--- config.mk ---
export PLATFORM = sky130hd
export DESIGN_NAME = fetch_unit
export DESIGN_NICKNAME = d
export VERILOG_FILES = /design/src/rtl/fetch_pkg.sv /design/src/rtl/fetch_next_pc_sel.sv /design/src/rtl/fetch_unit.sv
export SDC_FILE = /design/constraint.sdc
export NUM_CORES = 1
export LEC_CHECK = 0
export CORE_UTILIZATION = 50
export CTS_CLUSTER_DIAMETER = 100
export DETAILED_ROUTE_END_ITERATION = 6
export PLACE_DENSITY = 0.84
export SLEW_MARGIN = 20
export SYNTH_ARGS = -nofsm -noshare
export SYNTH_HDL_FRONTEND = slang
export SYNTH_SLANG_ARGS = --single-unit
--- constraint.sdc ---
create_clock -name clk -period 5.6 [get_ports clk]
set_input_delay 1.12 -clock clk [delete_from_list [all_inputs] [get_ports clk]]
set_output_delay 1.12 -clock clk [all_outputs]
set_load 0.02 [all_outputs]
--- src/rtl/fetch_pkg.sv ---
// Shared types and constants for the instruction-fetch stage.
package fetch_pkg;

  localparam int INSTR_W = 32;
  localparam int ADDR_W  = 32;

  localparam logic [ADDR_W-1:0]  PC_STEP           = 32'd4;
  localparam logic [INSTR_W-1:0] DEFAULT_HALT_WORD = 32'hFFFF_FFFF;

  typedef enum logic {
    RUN    = 1'b0,
    HALTED = 1'b1
  } fetch_state_e;

endpackage

--- src/rtl/fetch_next_pc_sel.sv ---
// Picks the address driven to instruction memory this cycle and the
// pc/req_pc values to load on the next edge (redirect > stall > sequential).
module fetch_next_pc_sel
  import fetch_pkg::*;
(
  input  logic [ADDR_W-1:0] pc,
  input  logic [ADDR_W-1:0] req_pc,
  input  logic              stall,
  input  logic              redirect_valid,
  input  logic [ADDR_W-1:0] redirect_target,
  input  fetch_state_e      state,
  output logic [ADDR_W-1:0] imem_addr,
  output logic [ADDR_W-1:0] pc_next,
  output logic [ADDR_W-1:0] req_pc_next,
  output logic              load_en
);

  logic [ADDR_W-1:0] target_aligned;

  assign target_aligned = {redirect_target[ADDR_W-1:2], 2'b00};

  always_comb begin
    // NOTE: every output gets a default first so no path can infer a latch.
    imem_addr   = req_pc;
    pc_next     = pc;
    req_pc_next = req_pc;
    load_en     = 1'b0;

    if (state == RUN) begin
      if (redirect_valid) begin
        imem_addr   = target_aligned;
        req_pc_next = target_aligned;
        pc_next     = target_aligned + PC_STEP;
        load_en     = 1'b1;
      end else if (!stall) begin
        imem_addr   = pc;
        req_pc_next = pc;
        pc_next     = pc + PC_STEP;
        load_en     = 1'b1;
      end
      // Stalled: re-read req_pc so the memory output stays on the same word.
    end
  end

endmodule

--- src/rtl/fetch_unit.sv ---
// Instruction-fetch stage: owns the PC, tags the word returned one cycle
// after its address with that address, and applies stall/redirect/halt.
module fetch_unit
  import fetch_pkg::*;
#(
  parameter logic [31:0] RESET_PC  = 32'h0000_0000,
  parameter logic [31:0] HALT_WORD = DEFAULT_HALT_WORD
) (
  input  logic        clk,
  input  logic        reset,
  output logic [31:0] imem_addr,
  input  logic [31:0] imem_instr,
  input  logic        stall,
  input  logic        redirect_valid,
  input  logic [31:0] redirect_target,
  output logic        if_valid,
  output logic [31:0] if_instr,
  output logic [31:0] if_pc,
  output logic [31:0] if_pc_plus4,
  output logic        halted,
  output logic        misalign_err,
  output logic [31:0] fetch_count
);

  logic [ADDR_W-1:0] pc;
  logic [ADDR_W-1:0] req_pc;
  logic              req_valid;
  fetch_state_e      state;

  logic [ADDR_W-1:0] pc_next;
  logic [ADDR_W-1:0] req_pc_next;
  logic              load_en;
  logic              accept;

  fetch_next_pc_sel u_sel (
    .pc              (pc),
    .req_pc          (req_pc),
    .stall           (stall),
    .redirect_valid  (redirect_valid),
    .redirect_target (redirect_target),
    .state           (state),
    .imem_addr       (imem_addr),
    .pc_next         (pc_next),
    .req_pc_next     (req_pc_next),
    .load_en         (load_en)
  );

  // A redirect squashes whatever word is returning this cycle.
  assign if_valid    = req_valid && (state == RUN) && !redirect_valid;
  assign if_instr    = imem_instr;
  assign if_pc       = req_pc;
  assign if_pc_plus4 = req_pc + PC_STEP;
  assign halted      = (state == HALTED);
  assign accept      = if_valid && !stall;

  always_ff @(posedge clk or posedge reset) begin
    // NOTE: state is updated with non-blocking assignments only, so every
    // register sees the pre-edge values regardless of statement order.
    if (reset) begin
      pc           <= RESET_PC;
      req_pc       <= RESET_PC;
      req_valid    <= 1'b0;
      state        <= RUN;
      misalign_err <= 1'b0;
      fetch_count  <= '0;
    end else if (state == RUN) begin
      if (load_en) begin
        pc        <= pc_next;
        req_pc    <= req_pc_next;
        req_valid <= 1'b1;
      end

      if (redirect_valid && (redirect_target[1:0] != 2'b00))
        misalign_err <= 1'b1;

      if (accept) begin
        fetch_count <= fetch_count + 32'd1;
        // The halt word itself is counted; fetching stops after it.
        if (if_instr == HALT_WORD) begin
          state     <= HALTED;
          req_valid <= 1'b0;
        end
      end
    end
  end

endmodule
==> flow_metrics.py, run 1 <==
metrics = {
    "status": {
        "outcome": "finished, final reports clean",
    },
    "sta": {
        "min_period_ps": 4345,
        "fmax_mhz": 230.1,
        "setup_viol": 0,
        "tns_ps": 0,
        "rsz0062_at_grt": "no",
        "fin_crit_sh_pct": 77.60,
        "hold_slack_ps": 475.8,
        "hold_violations": 0,
        "fin_skew_ps": 5.118,
        "slew_headroom_pct": 43.65,
        "slew_viol_final": 0,
        "tightest_slew_ps": 845.3,
    },
    "global_route": {
        "grt_pass1_vias": 6311,
        "grt_pass1_wl_um": 32220,
        "track_usage_pct": 28.68,
        "antenna_found_initial": 1,
        "globalRoute.totalOverflow": 0,
        "grt_max_degree": 83,
    },
    "power_and_ir_drop": {
        "seqPwrFrac_pct": 39.6,
        "clkPwrFrac_pct": 28.5,
        "p_leak_nw": 3.721,
        "comb_power_share_pct": 32.0,
        "p_int_mw": 1.464,
        "sw_frac_of_total_pct": 34.50,
        "pwr_density_cell_nw_per_um2": 241.6,
        "p_sw_mw": 0.7710,
        "vdd.ir_drop.worst_v": 0.0001840,
    },
    "drt": {
        "drt_wl_total_um": 20010,
        "drc_errors": 0,
        "drtIter0Drc": 687,
        "ant_nets": 0,
        "dr.pass1.iters": 5,
        "wl_per_cell_um": 17.49,
        "viasPerCell": 5.913,
        "vias": 6765,
    },
    "clock_tree": {
        "cts_setup_buffers": 0,
        "clock_latency_ps": 350,
        "clockBufferDepth": 2,
        "cts-resized-gates": 0,
        "cts_buffers": 9,
        "root_buffer": "clkbuf_16",
        "htreeDepth": 3,
        "hold_buffers": 0,
        "cts_tree": "done",
        "cts_num_sinks": 97,
        "path_clk_slew_ps": 70,
    },
    "finish": {
        "drive_gt1_share_pct": 5.688,
        "final_cell_mix": "clkdlybuf4s50_1 (229), dfrtp_1 (97), o21ai_0 (82)",
        "final_common_cell": "clkdlybuf4s50_1",
        "fin_util_pct": 70.12,
        "areaGrowthSynthToFinish_pct": 37.02,
        "fin_nets": 1033,
    },
    "critical_path": {
        "crit_family": "buffers and inverters",
        "path_cells": "clkdlybuf4s50_1 -> buf_4 -> a21o_1 -> buf_4 -> and2_1 -> clkdlybuf4s50_1",
        "crit_path_start": "stall",
        "path_max_fanout": 17,
        "r2r-end": "pc[28]",
        "worstRegToRegCells": 8,
        "critPathSlowestCell": "clkdlybuf4s50_1",
        "cp_slowest_stage_delay_ps": 600,
        "r2r-start": "pc[3]",
        "endpoint_kind": "output pin",
        "critPathKind": "in2out",
        "cp_num_buf_inv": 4,
        "rrSetupSlack_ps": 2990,
        "arrival_ps": 3230,
        "cp.required_ps": 4480,
        "worstSetupStartpointType": "input pin",
    },
    "placed_design": {
        "gp_congestion": 0.8908,
        "port_buffers": 230,
        "dp_hpwl_um": 14520,
    },
    "floorplan": {
        "top_level_ports": 231,
        "die_w_um": 118.2,
        "rows": 42,
        "start_util_pct": 51.18,
        "die_h_um": 118.2,
        "coreArea_um2": 13190,
        "die_area_um2": 13970,
    },
    "synthesis": {
        "ys_ff_latch": 97,
        "postSynthAreaPerCell_um2": 8.610,
        "async_reset_ff_share_pct": 100.0,
        "ys_warn_count": 0,
        "synth_edf_count": 0,
        "netlist_instances": 784,
        "syn_nets": 855,
        "seq_area_frac_synth_pct": 35.96,
        "synth_cell_types": 56,
        "syn-cell-area_um2": 6750,
        "synth_ff_type": "dfrtp_1",
    },
    "worst_hold_path": {
        "min_from": "misalign_err",
        "min_path_type": "reg2reg",
        "min_path_cells": 1,
        "holdPathEnd": "misalign_err",
    },
    "run": {
        "maxCapViolCount": 0,
    },
}
## per-stage QoR
step / cells / setup WS, ps / total power, mW / area (µm²)
2_1_floorplan: 784 / 1523 / 1.272 / 6750
3_3_place_gp: 1127 / 1294 / 1.597 / 8951
3_5_place_dp: 1127 / 1264 / 1.606 / 8951
4_1_cts: 1143 / 1259 / 2.237 / 9246
5_1_grt: 1144 / 1095 / 2.345 / 9249
6_report: 1144 / 1255 / 2.235 / 9249
## how the worst max path moves through the flow
stage,to,cells past startpoint
2_1_floorplan,pc[28],14
3_5_place_dp,imem_addr[0],6
5_1_grt,if_pc_plus4[30],8
6_report,imem_addr[0],6
4_1_cts,imem_addr[0],6
3_3_place_gp,imem_addr[0],6
## power by group through the flow
stage                     clock [mW]  sequential, mW  combinational (mW)
after floorplan                    0           0.917               0.356
after global placement             0           0.892               0.705
after detailed placement           0           0.894               0.712
after CTS                      0.638           0.882               0.717
after global routing           0.677           0.898               0.769
final                          0.636           0.884               0.715
## worst reg2reg max path, stage by stage, from the launching register on
cell	delay, ps
dfrtp_1	390
mux2_2	170
ha_1	180
inv_1	110
a211oi_1	490
nand4_2	380
nor3_2	360
a31oi_1	120
o221a_2	300
## routing by layer
| layer | up-vias | GRT usage, % | routed length (µm) |
|---|---|---|---|
| li1 | 3209 | - | - |
| met1 | 3226 | 38.04 | 8599 |
| met2 | 303 | 47.76 | 9607 |
| met3 | 27 | 4.006 | 1345 |
| met4 | 0 | 10.34 | 454 |
| met5 | - | 0 | 0 |
## synth_stat cells, types with 4 or more instances
library cell  number  area (µm²)
nand2b_1          20       125.1
a221oi_1           4       35.03
buf_2              6       30.03
nand4b_1           6       52.55
a22oi_1           62       465.5
a21oi_1           24       120.1
mux2i_1           23       230.2
nand3_1           42       210.2
nand4_1           32       200.2
a31oi_1           10       62.56
clkbuf_1          31       116.4
a211oi_1           4       30.03
buf_4             34       255.2
o21ai_0           82       410.4
nand3b_1          13       97.59
mux2_2             9       101.4
a21o_1             7       52.55
nor3_1             7       35.03
buf_1              6       22.52
xor2_1            27       236.5
and3_1            13       81.33
inv_1             15       56.30
nand2_1           72       270.3
dfrtp_1           97        2427
nor2_1            33       123.9
and2_1            10       62.56
xnor2_1           38       332.8
and4_1            11       96.34
## state kept, by name, indices dropped and copies added, names as in the netlist
register,count
misalign_err,1
if_pc,32
fetch_count,32
pc,30
req_valid,1
halted,1
## cell type report
type	instances	area [µm²]
fillers	1026	3941
multi-input cells	592	3817
flip-flops and latches	97	2427
repair buffers	247	2427
clock buffers	11	232.7
well taps	176	220.2
clock inverters	5	62.56
inverters	15	58.81
diodes	1	2.502
## cell families (layout without fill, tap and decap cells)
group	after synthesis	after routing	share of synthesized area [%]
flip-flops	97	97	35.96
buffers and inverters	95	278	7.618
XOR/XNOR	65	65	8.434
other	0	1	0
adder cells (fa/ha/maj)	3	3	0.5561
AND/OR/NAND/NOR	275	275	21.96
AO/OA/AOI/OAI	217	217	20.56
multiplexers	32	32	4.912
Power figures use the tool's default switching activity.
==> run 2: changes to the inputs <==
--- a/config.mk
+++ b/config.mk
@@ -5,10 +5,10 @@
 export SDC_FILE = /design/constraint.sdc
 export NUM_CORES = 1
 export LEC_CHECK = 0
-export CORE_UTILIZATION = 50
+export CORE_UTILIZATION = 42
 export CTS_CLUSTER_DIAMETER = 100
 export DETAILED_ROUTE_END_ITERATION = 6
-export PLACE_DENSITY = 0.84
+export PLACE_DENSITY = 0.75
 export SLEW_MARGIN = 20
 export SYNTH_ARGS = -nofsm -noshare
 export SYNTH_HDL_FRONTEND = slang
==> constraint.sdc (replaced) <==
create_clock -name clk -period 3.7 [get_ports clk]
set_input_delay 0.74 -clock clk [delete_from_list [all_inputs] [get_ports clk]]
set_output_delay 0.74 -clock clk [all_outputs]
set_load 0.02 [all_outputs]
==> flow_metrics.py, run 2 (synthesized netlist as in run 1, its figures left out) <==
metrics = {
    "sta": {
        "fin_crit_sh_pct": 95.17,
        "rsz0062_at_grt": "no",
        "slew_viol_final": 0,
        "tightest_slew_ps": 751.3,
        "setup_viol": 0,
        "slew_headroom_pct": 49.82,
        "fin_skew_ps": 9.123,
        "hold_violations": 0,
        "fmax_mhz": 284.0,
        "min_period_ps": 3521,
        "tns_ps": 0,
    },
    "power_and_ir_drop": {
        "comb_power_share_pct": 31.8,
        "vdd.ir_drop.worst_v": 0.0002243,
        "p_leak_nw": 3.851,
        "clkPwrFrac_pct": 30.0,
        "pwr_density_cell_nw_per_um2": 368.8,
        "p_sw_mw": 1.166,
        "seqPwrFrac_pct": 38.2,
        "sw_frac_of_total_pct": 33.35,
        "p_int_mw": 2.329,
        "power.total_mw": 3.495,
    },
    "drt": {
        "vias": 6869,
        "drc_errors": 0,
        "ant_nets": 0,
        "dr.pass1.iters": 6,
        "viasPerCell": 5.748,
        "wl_per_cell_um": 17.53,
        "drt_wl_total_um": 20940,
        "drtIter0Drc": 744,
    },
    "critical_path": {
        "cp.required_ps": 2960,
        "worstSetupStartpointType": "register",
        "arrival_ps": 2780,
        "path_max_fanout": 4,
        "endpoint_kind": "output pin",
        "critPathKind": "reg2out",
    },
    "placed_design": {
        "dp_hpwl_um": 15430,
        "placed_cells": 1178,
        "dpl_cell_area_um2": 9138,
        "gp_congestion": 0.8481,
        "port_buffers": 230,
    },
    "global_route": {
        "globalRoute.totalOverflow": 0,
        "grt_pass1_wl_um": 33140,
        "grt_pass1_vias": 6430,
        "antenna_found_initial": 1,
        "grt_max_degree": 74,
        "track_usage_pct": 25.55,
    },
    "floorplan": {
        "die_h_um": 128.8,
        "die_area_um2": 16580,
        "top_level_ports": 231,
        "rows": 45,
        "start_util_pct": 43.76,
        "die_w_um": 128.8,
        "coreArea_um2": 15430,
    },
    "clock_tree": {
        "cts_buffers": 9,
        "hold_buffers": 0,
        "cts_num_sinks": 97,
        "clockBufferDepth": 2,
        "cts_tree": "done",
        "clock_latency_ps": 350,
        "root_buffer": "clkbuf_16",
        "cts_setup_buffers": 0,
        "htreeDepth": 3,
        "cts-resized-gates": 0,
        "path_clk_slew_ps": 70,
    },
    "finish": {
        "final_cell_mix": "clkdlybuf4s50_1 (226), dfrtp_1 (97), o21ai_0 (82)",
        "fin_util_pct": 61.43,
        "fin_nets": 1049,
        "design_area_um2": 9477,
        "final_common_cell": "clkdlybuf4s50_1",
        "drive_gt1_share_pct": 7.426,
        "fin_cells": 1195,
        "areaGrowthSynthToFinish_pct": 40.39,
    },
    "worst_hold_path": {
        "min_path_type": "reg2reg",
    },
    "status": {
        "outcome": "finished, final reports clean",
    },
    "run": {
        "maxCapViolCount": 0,
    },
}
[run 2: path summary, 6_finish.rpt]
| kind | start | end | slack, ps | cells after the start |
|---|---|---|---|---|
| setup / recovery | if_pc[2] | if_pc_plus4[26] | 180 | 8 |
| hold / removal | fetch_count[31] | fetch_count[31] | 470 | 1 |
| setup reg to reg | pc[4] | pc[25] | 1190 | 7 |
| hold reg to reg | fetch_count[31] | fetch_count[31] | 470 | 1 |
| max in group asynchronous | reset | if_pc[13] | 2060 | 3 |
| min in group asynchronous | reset | if_pc[3] | 850 | 2 |
[run 2: stage by stage]
stage	hold WS [ps]	setup WS [ps]
global placement	451.4	324.8
CTS	474.2	75.22
detailed placement	465.4	329.7
floorplan	468.3	3.395
global route	501.4	38.58
finish	472.9	178.6
[run 2: power groups by stage]
stage	combinational, mW	sequential, mW	clock (mW)
after floorplan	0.539	1.39	0
after global placement	1.10	1.35	0
after detailed placement	1.11	1.35	0
after CTS	1.12	1.33	1.06
after global routing	1.20	1.36	1.11
final	1.11	1.34	1.05
[run 2: routing by layer]
layer  vias up  track usage [%]  share of wire, %
met5         -                0                 0
met4         0            9.550               1.4
met3        17            3.534               6.7
met2       309            42.73                48
met1      3294            33.64                43
li1       3249                -                 -
[run 2: worst max-delay path, cell delays in order (launching register included)]
cell,delay [ps]
dfrtp_1,410
ha_1,270
and2_1,200
and4_1,220
nor2b_1,130
buf_4,160
and3_1,190
xor2_1,190
clkdlybuf4s50_1,660
[run 2: area by class of cell]
class,instances,area (µm²)
sequential,97,2427
tap,211,264.0
multi-input combinational,592,3817
fill,1347,5951
inverter,15,58.81
antenna,1,2.502
clock buffer,12,256.5
clock inverter,4,75.07
timing repair buffer,263,2575
==> run 3: changes to the inputs <==
--- a/config.mk
+++ b/config.mk
@@ -8,6 +8,7 @@
 export CORE_UTILIZATION = 42
 export CTS_CLUSTER_DIAMETER = 100
 export DETAILED_ROUTE_END_ITERATION = 6
+export MAX_ROUTING_LAYER = met4
 export PLACE_DENSITY = 0.75
 export SLEW_MARGIN = 20
 export SYNTH_ARGS = -nofsm -noshare
==> flow_metrics.py, run 3 (synthesized netlist as in run 1, its figures left out) <==
metrics = {
    "status": {
        "outcome": "finished, final reports clean",
    },
    "sta": {
        "slew_headroom_pct": 49.28,
        "fin_skew_ps": 8.951,
        "tns_ps": 0,
        "setup_viol": 0,
        "min_period_ps": 3551,
        "slew_viol_final": 0,
        "tightest_slew_ps": 759.3,
        "fmax_mhz": 281.6,
        "hold_violations": 0,
        "rsz0062_at_grt": "no",
        "fin_crit_sh_pct": 95.97,
    },
    "global_route": {
        "grt_pass1_vias": 6424,
        "track_usage_pct": 26.39,
        "globalRoute.totalOverflow": 0,
        "grt_pass1_wl_um": 33150,
        "antenna_found_initial": 1,
        "grt_max_degree": 74,
    },
    "drt": {
        "ant_nets": 0,
        "wl_per_cell_um": 17.56,
        "viasPerCell": 5.766,
        "drc_errors": 0,
        "dr.pass1.iters": 7,
        "drtIter0Drc": 718,
        "drt_wl_total_um": 20990,
        "vias": 6890,
    },
    "placed_design": {
        "port_buffers": 230,
        "gp_congestion": 0.8615,
        "dpl_cell_area_um2": 9138,
        "dp_hpwl_um": 15430,
        "placed_cells": 1178,
    },
    "floorplan": {
        "die_area_um2": 16580,
        "start_util_pct": 43.76,
        "top_level_ports": 231,
        "die_w_um": 128.8,
        "rows": 45,
        "die_h_um": 128.8,
        "coreArea_um2": 15430,
    },
    "power_and_ir_drop": {
        "pwr_density_cell_nw_per_um2": 368.9,
        "p_leak_nw": 3.851,
        "vdd.ir_drop.worst_v": 0.0002262,
    },
    "clock_tree": {
        "root_buffer": "clkbuf_16",
        "hold_buffers": 0,
        "cts_buffers": 9,
        "path_clk_slew_ps": 70,
        "cts_num_sinks": 97,
        "htreeDepth": 3,
        "cts_tree": "done",
        "clock_latency_ps": 350,
        "cts_setup_buffers": 0,
        "clockBufferDepth": 2,
    },
    "critical_path": {
        "worstRegToRegCells": 7,
        "path_max_fanout": 4,
        "critPathKind": "reg2out",
        "endpoint_kind": "output pin",
        "cp.required_ps": 2960,
        "worstSetupStartpointType": "register",
        "arrival_ps": 2810,
    },
    "finish": {
        "final_cell_mix": "clkdlybuf4s50_1 (226), dfrtp_1 (97), o21ai_0 (82)",
        "drive_gt1_share_pct": 7.426,
        "areaGrowthSynthToFinish_pct": 40.39,
        "design_area_um2": 9477,
        "fin_cells": 1195,
        "fin_nets": 1049,
        "final_common_cell": "clkdlybuf4s50_1",
    },
    "worst_hold_path": {
        "min_path_cells": 1,
        "min_path_type": "reg2reg",
    },
    "run": {
        "maxCapViolCount": 0,
    },
}
run 3: cell counts in the layout (fill, tap and decap cells not counted):
Identical to the previous run, type by type.
run 3: per-layer routing:
metal	track usage, %	share of wire, %
met5	-	0
met4	9.550	1.4
met3	2.786	6.7
met2	42.64	48
met1	34.30	44
run 3: report_power, final:
| part | switching [mW] | internal, mW |
|---|---|---|
| combinational | 0.582 | 0.529 |
| clock | 0.419 | 0.630 |
| sequential | 0.165 | 1.17 |
| total | 1.17 | 2.33 |
run 3: cell type report:
type | instances | area, µm²
Fill cell | 1347 | 5951
Timing Repair Buffer | 263 | 2575
Clock inverter | 4 | 75.07
Tap cell | 211 | 264.0
Multi-Input combinational cell | 592 | 3817
Clock buffer | 12 | 256.5
Inverter | 15 | 58.81
Sequential cell | 97 | 2427
Antenna cell | 1 | 2.502
run 3: stage by stage:
step | worst slack [ps] | total power, mW | utilization (%) | hold slack [ps]
after detailed placement | 329.7 | 2.460 | 59.23 | 465.4
final | 149.0 | 3.496 | 61.43 | 474.2
after global routing | 39.03 | 3.662 | 61.43 | 501.4
after floorplan | 3.395 | 1.926 | - | 468.3
after CTS | 75.22 | 3.508 | 61.38 | 474.2
after global placement | 324.8 | 2.448 | 59.23 | 451.4
run 3: path summary, 6_finish.rpt:
| check | end | slack (ps) | start |
|---|---|---|---|
| worst max register to register | pc[25] | 1200 | pc[4] |
| worst min register to register | fetch_count[31] | 470 | fetch_count[31] |
| worst min-delay path | fetch_count[31] | 470 | fetch_count[31] |
| worst max-delay path | if_pc_plus4[26] | 150 | if_pc[2] |
| min in group asynchronous | if_pc[3] | 840 | reset |
| max in group asynchronous | pc[17] | 2070 | reset |
run 3: timing repair:
item	4_1_cts	5_1_grt
endpoints found under the hold margin	0	0
gates resized for setup	0	2
setup endpoints to repair	0	2
run 3: critical path, stage by stage (launching register included):
cell and delay [ps]:
dfrtp_1 410, ha_1 270, and2_1 200, and4_1 220
nor2b_1 130, buf_4 170, and3_1 190, xor2_1 200
clkdlybuf4s50_1 660
